### src/rtl/tx_resp_scheduler_if.sv
// Handshake bundle between the REF_CLK response sources, the TX scheduler
// and the REF->UART data synchroniser.
interface tx_resp_scheduler_if #(
    parameter int DATA_WIDTH    = 8,
    parameter int ALU_OUT_WIDTH = 16
);
    logic [DATA_WIDTH-1:0]    RdData;
    logic                     RdData_Valid;
    logic [ALU_OUT_WIDTH-1:0] ALU_OUT;
    logic                     ALU_OUT_VALID;
    logic                     TX_Busy;
    logic                     OVF_CLR;
    logic [DATA_WIDTH-1:0]    TX_P_DATA;
    logic                     TX_DATA_VALID;
    logic                     SCH_BUSY;
    logic                     OVERFLOW;

    modport master (
        output RdData, RdData_Valid, ALU_OUT, ALU_OUT_VALID,
        output TX_Busy, OVF_CLR,
        input  TX_P_DATA, TX_DATA_VALID, SCH_BUSY, OVERFLOW
    );

    modport slave (
        input  RdData, RdData_Valid, ALU_OUT, ALU_OUT_VALID,
        input  TX_Busy, OVF_CLR,
        output TX_P_DATA, TX_DATA_VALID, SCH_BUSY, OVERFLOW
    );
endinterface

### src/rtl/tx_resp_scheduler.sv
// Queues register-read and ALU responses and serialises them onto the TX byte path.
// Optional macro TXSCH_TIMEOUT_EN: resend a byte if TX_Busy never rises.
module tx_resp_scheduler #(
    parameter int DATA_WIDTH    = 8,
    parameter int ALU_OUT_WIDTH = 16,
    parameter int FIFO_DEPTH    = 4,
    parameter int PTR_WIDTH     = 2,
    parameter int BUSY_TIMEOUT  = 255
) (
    input  logic                CLK,
    input  logic                RST,
    tx_resp_scheduler_if.slave  bus
);
    localparam int CW = PTR_WIDTH + 1;

    typedef struct packed {
        logic                     is_wide;
        logic [ALU_OUT_WIDTH-1:0] data;
    } entry_t;

    typedef enum logic [1:0] {
        IDLE    = 2'd0,
        SEND    = 2'd1,
        WAIT_HI = 2'd2,
        WAIT_LO = 2'd3
    } state_t;

    if (ALU_OUT_WIDTH != 2 * DATA_WIDTH || FIFO_DEPTH != (1 << PTR_WIDTH)
        || FIFO_DEPTH < 2 || BUSY_TIMEOUT < 1) begin : g_bad_cfg
        $error("tx_resp_scheduler: inconsistent parameters");
    end

    entry_t                 mem [FIFO_DEPTH];
    entry_t                 head;
    logic [PTR_WIDTH-1:0]   wr_ptr, rd_ptr;
    logic [CW-1:0]          count, free_slots;
    logic                   alu_ok, rd_ok, drop;
    logic                   load_lo, load_hi, pop;
    logic                   byte_sel, ovf;
    logic [DATA_WIDTH-1:0]  tx_data;
    state_t                 state, state_nx;

    assign head       = mem[rd_ptr];
    assign free_slots = CW'(FIFO_DEPTH) - count;
    assign alu_ok     = bus.ALU_OUT_VALID && (free_slots != '0);
    // With both strobes the ALU entry takes the first free slot
    assign rd_ok      = bus.RdData_Valid &&
                        (bus.ALU_OUT_VALID ? (free_slots >= CW'(2))
                                           : (free_slots != '0));
    assign drop       = (bus.ALU_OUT_VALID && !alu_ok) ||
                        (bus.RdData_Valid && !rd_ok);

    always_ff @(posedge CLK) begin
        if (alu_ok)
            mem[wr_ptr] <= '{is_wide: 1'b1, data: bus.ALU_OUT};
        if (rd_ok)
            mem[wr_ptr + PTR_WIDTH'(alu_ok)] <=
                '{is_wide: 1'b0, data: ALU_OUT_WIDTH'(bus.RdData)};
    end

    always_ff @(posedge CLK or negedge RST) begin
        if (!RST) begin
            wr_ptr <= '0;
            rd_ptr <= '0;
            count  <= '0;
            ovf    <= 1'b0;
        end else begin
            wr_ptr <= wr_ptr + PTR_WIDTH'(alu_ok) + PTR_WIDTH'(rd_ok);
            rd_ptr <= rd_ptr + PTR_WIDTH'(pop);
            count  <= count + CW'(alu_ok) + CW'(rd_ok) - CW'(pop);
            if (drop)
                ovf <= 1'b1;
            else if (bus.OVF_CLR)
                ovf <= 1'b0;
        end
    end

`ifdef TXSCH_TIMEOUT_EN
    localparam int TW = $clog2(BUSY_TIMEOUT + 1);
    logic [TW-1:0] tmo_cnt;

    always_ff @(posedge CLK or negedge RST) begin
        if (!RST)
            tmo_cnt <= '0;
        else if (state == SEND)
            tmo_cnt <= '0;
        else if (state == WAIT_HI)
            tmo_cnt <= tmo_cnt + TW'(1);
    end
`endif

    always_ff @(posedge CLK or negedge RST) begin
        if (!RST)
            state <= IDLE;
        else
            state <= state_nx;
    end

    always_comb begin
        state_nx = state;
        unique case (state)
            IDLE:
                if (count != '0 && !bus.TX_Busy)
                    state_nx = SEND;
            SEND:
                state_nx = WAIT_HI;
            WAIT_HI:
                if (bus.TX_Busy)
                    state_nx = WAIT_LO;
`ifdef TXSCH_TIMEOUT_EN
                else if (tmo_cnt == TW'(BUSY_TIMEOUT))
                    state_nx = SEND;
`endif
            WAIT_LO:
                if (!bus.TX_Busy)
                    state_nx = (head.is_wide && !byte_sel) ? SEND : IDLE;
            default:
                state_nx = IDLE;
        endcase
    end

    always_comb begin
        load_lo           = (state == IDLE) && (state_nx == SEND);
        load_hi           = (state == WAIT_LO) && (state_nx == SEND);
        pop               = (state == WAIT_LO) && (state_nx == IDLE);
        bus.TX_DATA_VALID = (state == SEND);
        bus.SCH_BUSY      = (count != '0) || (state != IDLE);
        bus.TX_P_DATA     = tx_data;
        bus.OVERFLOW      = ovf;
    end

    always_ff @(posedge CLK or negedge RST) begin
        if (!RST) begin
            tx_data  <= '0;
            byte_sel <= 1'b0;
        end else if (load_lo) begin
            tx_data  <= head.data[DATA_WIDTH-1:0];
            byte_sel <= 1'b0;
        end else if (load_hi) begin
            tx_data  <= head.data[ALU_OUT_WIDTH-1:DATA_WIDTH];
            byte_sel <= 1'b1;
        end
    end
endmodule
### src/flat_wrapper.sv
// flat-port wrapper written by rule: the top's interface ports become plain ports
module tx_resp_scheduler_flat 
#(
    parameter int DATA_WIDTH    = 8,
    parameter int ALU_OUT_WIDTH = 16,
    parameter int FIFO_DEPTH    = 4,
    parameter int PTR_WIDTH     = 2,
    parameter int BUSY_TIMEOUT  = 255
)
  (CLK, RST, bus_RdData, bus_RdData_Valid, bus_ALU_OUT, bus_ALU_OUT_VALID, bus_TX_Busy, bus_OVF_CLR, bus_TX_P_DATA, bus_TX_DATA_VALID, bus_SCH_BUSY, bus_OVERFLOW);
  tx_resp_scheduler_if #(.DATA_WIDTH(DATA_WIDTH), .ALU_OUT_WIDTH(ALU_OUT_WIDTH)) bus_i ();
  input  logic CLK;
  input  logic RST;
  input wire logic [$bits(bus_i.RdData)-1:0] bus_RdData;
  input wire logic [$bits(bus_i.RdData_Valid)-1:0] bus_RdData_Valid;
  input wire logic [$bits(bus_i.ALU_OUT)-1:0] bus_ALU_OUT;
  input wire logic [$bits(bus_i.ALU_OUT_VALID)-1:0] bus_ALU_OUT_VALID;
  input wire logic [$bits(bus_i.TX_Busy)-1:0] bus_TX_Busy;
  input wire logic [$bits(bus_i.OVF_CLR)-1:0] bus_OVF_CLR;
  output wire logic [$bits(bus_i.TX_P_DATA)-1:0] bus_TX_P_DATA;
  output wire logic [$bits(bus_i.TX_DATA_VALID)-1:0] bus_TX_DATA_VALID;
  output wire logic [$bits(bus_i.SCH_BUSY)-1:0] bus_SCH_BUSY;
  output wire logic [$bits(bus_i.OVERFLOW)-1:0] bus_OVERFLOW;
  assign bus_i.RdData = bus_RdData;
  assign bus_i.RdData_Valid = bus_RdData_Valid;
  assign bus_i.ALU_OUT = bus_ALU_OUT;
  assign bus_i.ALU_OUT_VALID = bus_ALU_OUT_VALID;
  assign bus_i.TX_Busy = bus_TX_Busy;
  assign bus_i.OVF_CLR = bus_OVF_CLR;
  assign bus_TX_P_DATA = bus_i.TX_P_DATA;
  assign bus_TX_DATA_VALID = bus_i.TX_DATA_VALID;
  assign bus_SCH_BUSY = bus_i.SCH_BUSY;
  assign bus_OVERFLOW = bus_i.OVERFLOW;
  tx_resp_scheduler #(.DATA_WIDTH(DATA_WIDTH), .ALU_OUT_WIDTH(ALU_OUT_WIDTH), .FIFO_DEPTH(FIFO_DEPTH), .PTR_WIDTH(PTR_WIDTH), .BUSY_TIMEOUT(BUSY_TIMEOUT)) u_core (.CLK(CLK), .RST(RST), .bus(bus_i));
endmodule
### config.mk
export PLATFORM = sky130hd
export DESIGN_NAME = tx_resp_scheduler_flat
export DESIGN_NICKNAME = d
export VERILOG_FILES = /design/src/rtl/tx_resp_scheduler_if.sv /design/src/rtl/tx_resp_scheduler.sv /design/src/flat_wrapper.sv
export SDC_FILE = /design/constraint.sdc
export NUM_CORES = 1
export LEC_CHECK = 0
export ABC_CLOCK_PERIOD_IN_PS = 7200
export BUFFER_PORTS_ARGS = -buffer_cell sky130_fd_sc_hd__buf_2
export CORE_MARGIN = 1.5
export CORE_UTILIZATION = 25
export DETAILED_ROUTE_END_ITERATION = 12
export PLACE_DENSITY = 0.44
export SYNTH_ARGS = -nofsm -noshare
export SYNTH_HDL_FRONTEND = slang
export SYNTH_SLANG_ARGS = --single-unit
### constraint.sdc
create_clock -name CLK -period 7.2 [get_ports CLK]
set_clock_uncertainty 0.2 [all_clocks]
set_input_delay 1.08 -clock CLK [delete_from_list [all_inputs] [get_ports CLK]]
set_output_delay 1.08 -clock CLK [all_outputs]
set_load 0.05 [all_outputs]
==> flow_summary.ini, run 1 <==
[drt]
via_per_inst = 4.50
antenna_left = 0
dr_total_vias = 2885
wire_per_inst_um = 17.5
routed_wl_mm = 11.2
drt_iter0_drc = 174
drt_pass1_iterations = 4
drcViolationCount = 0

[final_layout]
final-instance-count-excl-fill = 641
syn2layout_area_growth_pct = 17.0
nets = 456
multi_input_area_um2 = 1930
final-seq-area_um2 = 2160
n_fill_cell = 1743
layout_commonest_cell = nand2_1
mostFrequentLayoutCells = 88 x nand2_1, 42 x mux2i_1, 40 x buf_2
layout-drive-gt1-share_pct = 24.5
post-route-cell-area_um2 = 4990
diodes = 0

[place]
placedCellCount = 625
dp_hpwl_mm = 7.86
gp_congestion = 0.773
dpl_cell_area_um2 = 4670
place_ws_ns = 3.46
portBuffers = 40

[synth]
synth_seq_cells = 87
netlist_area_um2 = 4260
yosys.area.top_type = edfxtp_1
synth_top_area_share_pct = 22.5
synth_edf_count = 32
synth_cell_types = 39
synth_warnings = 0
ys.flop_type = dfxtp_1
seq_area_frac_synth_pct = 50.6
netlist_instances = 381
syn_nets = 421
avgSynthCellArea_um2 = 11.2
synth_area_leaders = edfxtp_1 23%, dfxtp_1 17%, dfrtp_1 11%
synth-async-reset-ratio_pct = 21.8

[critical_path]
arrival_ns = 3.28
start_kind = flip-flop
r2r_cells = 10
reg2reg_to = u_core.mem[0][1]
timing_worst_setup_path_type = flip-flop to flip-flop
crit_required_ns = 7.03
cp-end-kind = flip-flop
rr_startpoint = u_core.count[1]
regToRegSetupSlack_ns = 3.75
crit_fanout = 10

[clocking]
clock_latency_ns = 0.34
h-tree-depth = 3
cts.clk_slew.worst_paths_ns = 0.06
post-cts-setup-buffers = 0
cts.path.max_buffers = 2
ctsHoldBuffers = 0
clock-sinks = 87
numCtsBuffers = 9
cts_tree = built
clockRootBuffer = clkbuf_16
ctsResizeCount = 0

[grt]
gr-total-overflow = 0
track_usage_pct = 13.5
grt_pass1_vias = 2955
antenna_found_initial = 0
grt_max_degree = 20
grt_pass1_wl_mm = 17.5

[timing]
grt_setup_unrepaired = no
worstMarginPinSlew_ns = 0.981
finalHoldViolations = 0
setup-violations-final = 0
finalCriticalPeriod_ns = 3.45
max_freq_mhz = 290
drv_slew = 0
post-route-period-util_pct = 47.9
final.setup.tns_ns = 0
timing.hold.ws_ns = 0.251
fin_ws_ns = 3.75
slew_headroom_pct = 34.6

[die]
fp.coreArea_um2 = 16600
die-area_um2 = 17800
die_h_um = 134
ios = 41
num_rows = 47
start_util_pct = 25.6
die_w_um = 134

[worst_hold_path]
min_from = u_core.mem[1][9]
hold_end = u_core.mem[1][9]
min_path_cells = 2
min_path_type = flip-flop to flip-flop

[outcome]
outcome = completed

[power]
power.density_nw_per_um2 = 494
ir_drop_v = 0.000159
leakage_nw = 2.17

[job]
drv_cap = 0
-- Yosys cell counts (2+ instances only) --
library cell  instances
nand3_1               3
a21o_1                2
buf_2                12
ha_1                  8
buf_6                 4
nor2b_1               2
and3_1                3
nor2_1               21
mux2i_1              42
dfrtp_1              19
or2_2                 2
a21oi_1              24
mux4_2               16
clkbuf_1              2
buf_1                 2
o21ai_0               3
nor3_1                2
dfxtp_1              36
inv_1                18
or3_1                 3
nor3_2                3
xnor2_1               3
fa_1                  2
nand2_1              88
edfxtp_1             32
mux2_2               16
-- critical path, cell delays in order, from the launching register on --
cell and delay [ns]:
dfrtp_1 0.36, inv_1 0.11, ha_1 0.20, ha_1 0.32
a21bo_2 0.22, inv_1 0.10, ha_1 0.22, xnor2_2 0.33
nand2_1 0.13, nor3_2 0.58, or2_2 0.37
-- how the worst max path moves through the flow --
stage,startpoint,to,slack (ns),depth (start not counted)
2_1_floorplan,bus_ALU_OUT_VALID,u_core.mem[1][0],3.98,8
4_1_cts,u_core.count[0],u_core.mem[0][6],3.68,10
6_report,u_core.count[1],u_core.mem[0][1],3.75,10
3_5_place_dp,bus_ALU_OUT_VALID,u_core.mem[0][6],3.46,8
5_1_grt,u_core.count[1],u_core.mem[0][4],3.52,10
3_3_place_gp,bus_ALU_OUT_VALID,u_core.mem[0][6],3.52,8
-- layer usage --
metal  GRT usage (%)  wire, µm  share of wire (%)
met1            18.0      5210                 47
met4            3.50       112                1.0
met2            21.4      5190                 46
met5               0         0                  0
met3            3.96       671                6.0
-- power breakdown --
part	total [W]	leakage [nW]	switching (W)	internal, W
clock network	0.000503	0.160	0.000187	0.000316
logic	0.00103	1.18	0.000596	0.000435
registers	0.000930	0.832	0.000139	0.000790
-- through the flow --
step	power [W]	util [%]
after global placement	0.00197	28.1
after floorplan	0.00170	-
after CTS	0.00250	30.0
after global routing	0.00263	30.0
after detailed placement	0.00199	28.1
final	0.00246	30.0
-- final cells by class --
class	instances	area share (%)
Sequential cell	87	43.2
Multi-Input combinational cell	255	38.8
Tap cell	220	5.52
Clock buffer	12	5.02
Timing Repair Buffer	44	4.62
Inverter	19	1.43
Clock inverter	4	1.40
-- cell families after synthesis --
group / after synthesis / share of synthesized area [%]
AOI/OAI and AO/OA: 34 / 4.49
xor gates and xnor gates: 5 / 1.20
adders and majority gates: 10 / 3.29
buffers and inverters: 39 / 4.49
DFF: 87 / 50.6
muxes: 74 / 22.5
and+or+nand+nor: 132 / 13.4
-- flip-flops by register name, summed over array words and instances (netlist names) --
register and cells:
u_core.bus.TX_P_DATA 8, u_core.byte_sel 1, u_core.wr_ptr 2, u_core.rd_ptr 2
u_core.bus.OVERFLOW 1, u_core.count 3, u_core.mem 68, u_core.state 2
Note: power is estimated with default switching activity, not from simulation.
==> run 2, diff against run 1 <==
ABC_CLOCK_PERIOD_IN_PS = 3340   (was 7200)
clock period = 3.34 ns   (was 7.2 ns; I/O delays follow)
==> flow_summary.ini, run 2 (synthesis gave the netlist of run 1 again) <==
[timing]
fin_ws_ns = 0.227
setup-violations-final = 0
final.setup.tns_ns = 0
finalHoldViolations = 0
worstMarginPinSlew_ns = 0.824
post-route-period-util_pct = 93.2
max_freq_mhz = 321
drv_slew = 0
finalCriticalPeriod_ns = 3.11
slew_headroom_pct = 44.7

[place]
gp_congestion = 0.765
place_ws_ns = 0.0548
dp_hpwl_mm = 8.08
portBuffers = 40
dpl_cell_area_um2 = 4790

[power]
p_int_w = 0.00328
comb_power_share_pct = 45.9
clkPwrFrac_pct = 18.1
p_sw_share_pct = 39.4
switchingPower_w = 0.00213
p_seq_share_pct = 36.0
finalPower_w = 0.00540
ir_drop_v = 0.000377
leakage_nw = 2.24
power.density_nw_per_um2 = 1060

[critical_path]
cp-end-kind = flip-flop
arrival_ns = 3.01
start_kind = flip-flop
timing_worst_setup_path_type = flip-flop to flip-flop
crit_fanout = 6
crit_required_ns = 3.24

[final_layout]
largest-register = u_core.mem
layout-drive-gt1-share_pct = 28.2
mostFrequentLayoutCells = 87 x nand2_1, 42 x mux2i_1, 40 x buf_2
final-seq-area_um2 = 2160
largest_reg_flops = 68
multi_input_area_um2 = 1950
post-route-cell-area_um2 = 5100
n_fill_cell = 1710
fin_util_pct = 30.7
nets = 474
layout_commonest_cell = nand2_1
syn2layout_area_growth_pct = 19.8

[grt]
grt_pass1_wl_mm = 18.3
grt_max_degree = 20
antenna_found_initial = 1
grt_pass1_vias = 3151
gr-total-overflow = 0
track_usage_pct = 14.1

[drt]
drt_pass1_iterations = 4
drt_iter0_drc = 151
wire_per_inst_um = 17.6
antenna_left = 0
drcViolationCount = 0
routed_wl_mm = 11.6
dr_total_vias = 2960
via_per_inst = 4.48

[clocking]
clock_latency_ns = 0.36
cts.path.max_buffers = 2
clock-sinks = 87
cts.clk_slew.worst_paths_ns = 0.07
clockRootBuffer = clkbuf_16
cts_tree = built
numCtsBuffers = 9
h-tree-depth = 3

[die]
die-area_um2 = 17800
fp.coreArea_um2 = 16600
ios = 41
die_h_um = 134
die_w_um = 134
start_util_pct = 25.6
num_rows = 47

[worst_hold_path]
min_path_type = input pin to flip-flop

[outcome]
outcome = completed

[job]
drv_cap = 0
run 2: cell types whose count changed in the layout (fill, tap and decap cells not counted), moves of 2 or more:
cell,before,now
buf_4,4,21
bufinv_16,2,0
inv_4,0,2
inv_6,0,3
run 2: power by group through the flow:
stage | logic [W] | registers [W] | clock network, W
after CTS | 0.00249 | 0.00195 | 0.00100
after global routing | 0.00271 | 0.00201 | 0.00106
after floorplan | 0.00168 | 0.00199 | 0
after global placement | 0.00244 | 0.00195 | 0
after detailed placement | 0.00247 | 0.00197 | 0
final | 0.00248 | 0.00195 | 0.000978
run 2: timing repair:
action                                 CTS  global route
setup endpoints to repair                0            36
gates resized for setup                  0             5
setup buffers                            0             0
hold buffers                             1             0
endpoints found under the hold margin   19             0
run 2: critical path, stage by stage, from the launching register on:
cell	delay, ns
dfrtp_1	0.37
inv_1	0.11
ha_1	0.20
ha_1	0.34
a21bo_4	0.18
inv_1	0.09
ha_2	0.36
inv_1	0.07
or4_4	0.62
buf_4	0.20
mux2i_1	0.11
run 2: final cells by class:
type	count	area share, %
multi-input cells	255	38.3
diodes	1	0.0490
clock inverters	7	1.03
repair buffers	62	7.21
well taps	220	5.39
inverters	19	1.40
clock buffers	9	4.41
flip-flops and latches	87	42.3
run 2: stage by stage:
step	std cells	hold slack, ns
CTS	659	0.203
global route	659	0.215
global placement	642	0.239
floorplan	381	0.00541
detailed placement	642	0.248
finish	660	0.213
run 2: per-layer routing:
layer | routed length (µm) | vias to the layer above | part of all wire, % | GRT usage, %
met5 | 0 | - | 0 | 0
met4 | 277 | 0 | 2.4 | 6.04
met3 | 514 | 17 | 4.4 | 3.46
met2 | 5640 | 66 | 48 | 23.0
met1 | 5210 | 1445 | 45 | 17.9
li1 | - | 1432 | - | -
run 2: worst paths after layout:
| path | startpoint | to | slack (ns) | cells after the start |
|---|---|---|---|---|
| worst max-delay path | u_core.count[1] | u_core.mem[3][4] | 0.23 | 10 |
| worst min-delay path | bus_ALU_OUT[10] | u_core.mem[2][10] | 0.21 | 3 |
| worst max register to register | u_core.count[1] | u_core.mem[3][4] | 0.23 | 10 |
| worst min register to register | u_core.mem[2][13] | u_core.mem[2][13] | 0.26 | 2 |
| max in group asynchronous | RST | u_core.bus.TX_P_DATA[6] | 2.17 | 2 |
| min in group asynchronous | RST | u_core.bus.TX_P_DATA[2] | 0.44 | 2 |
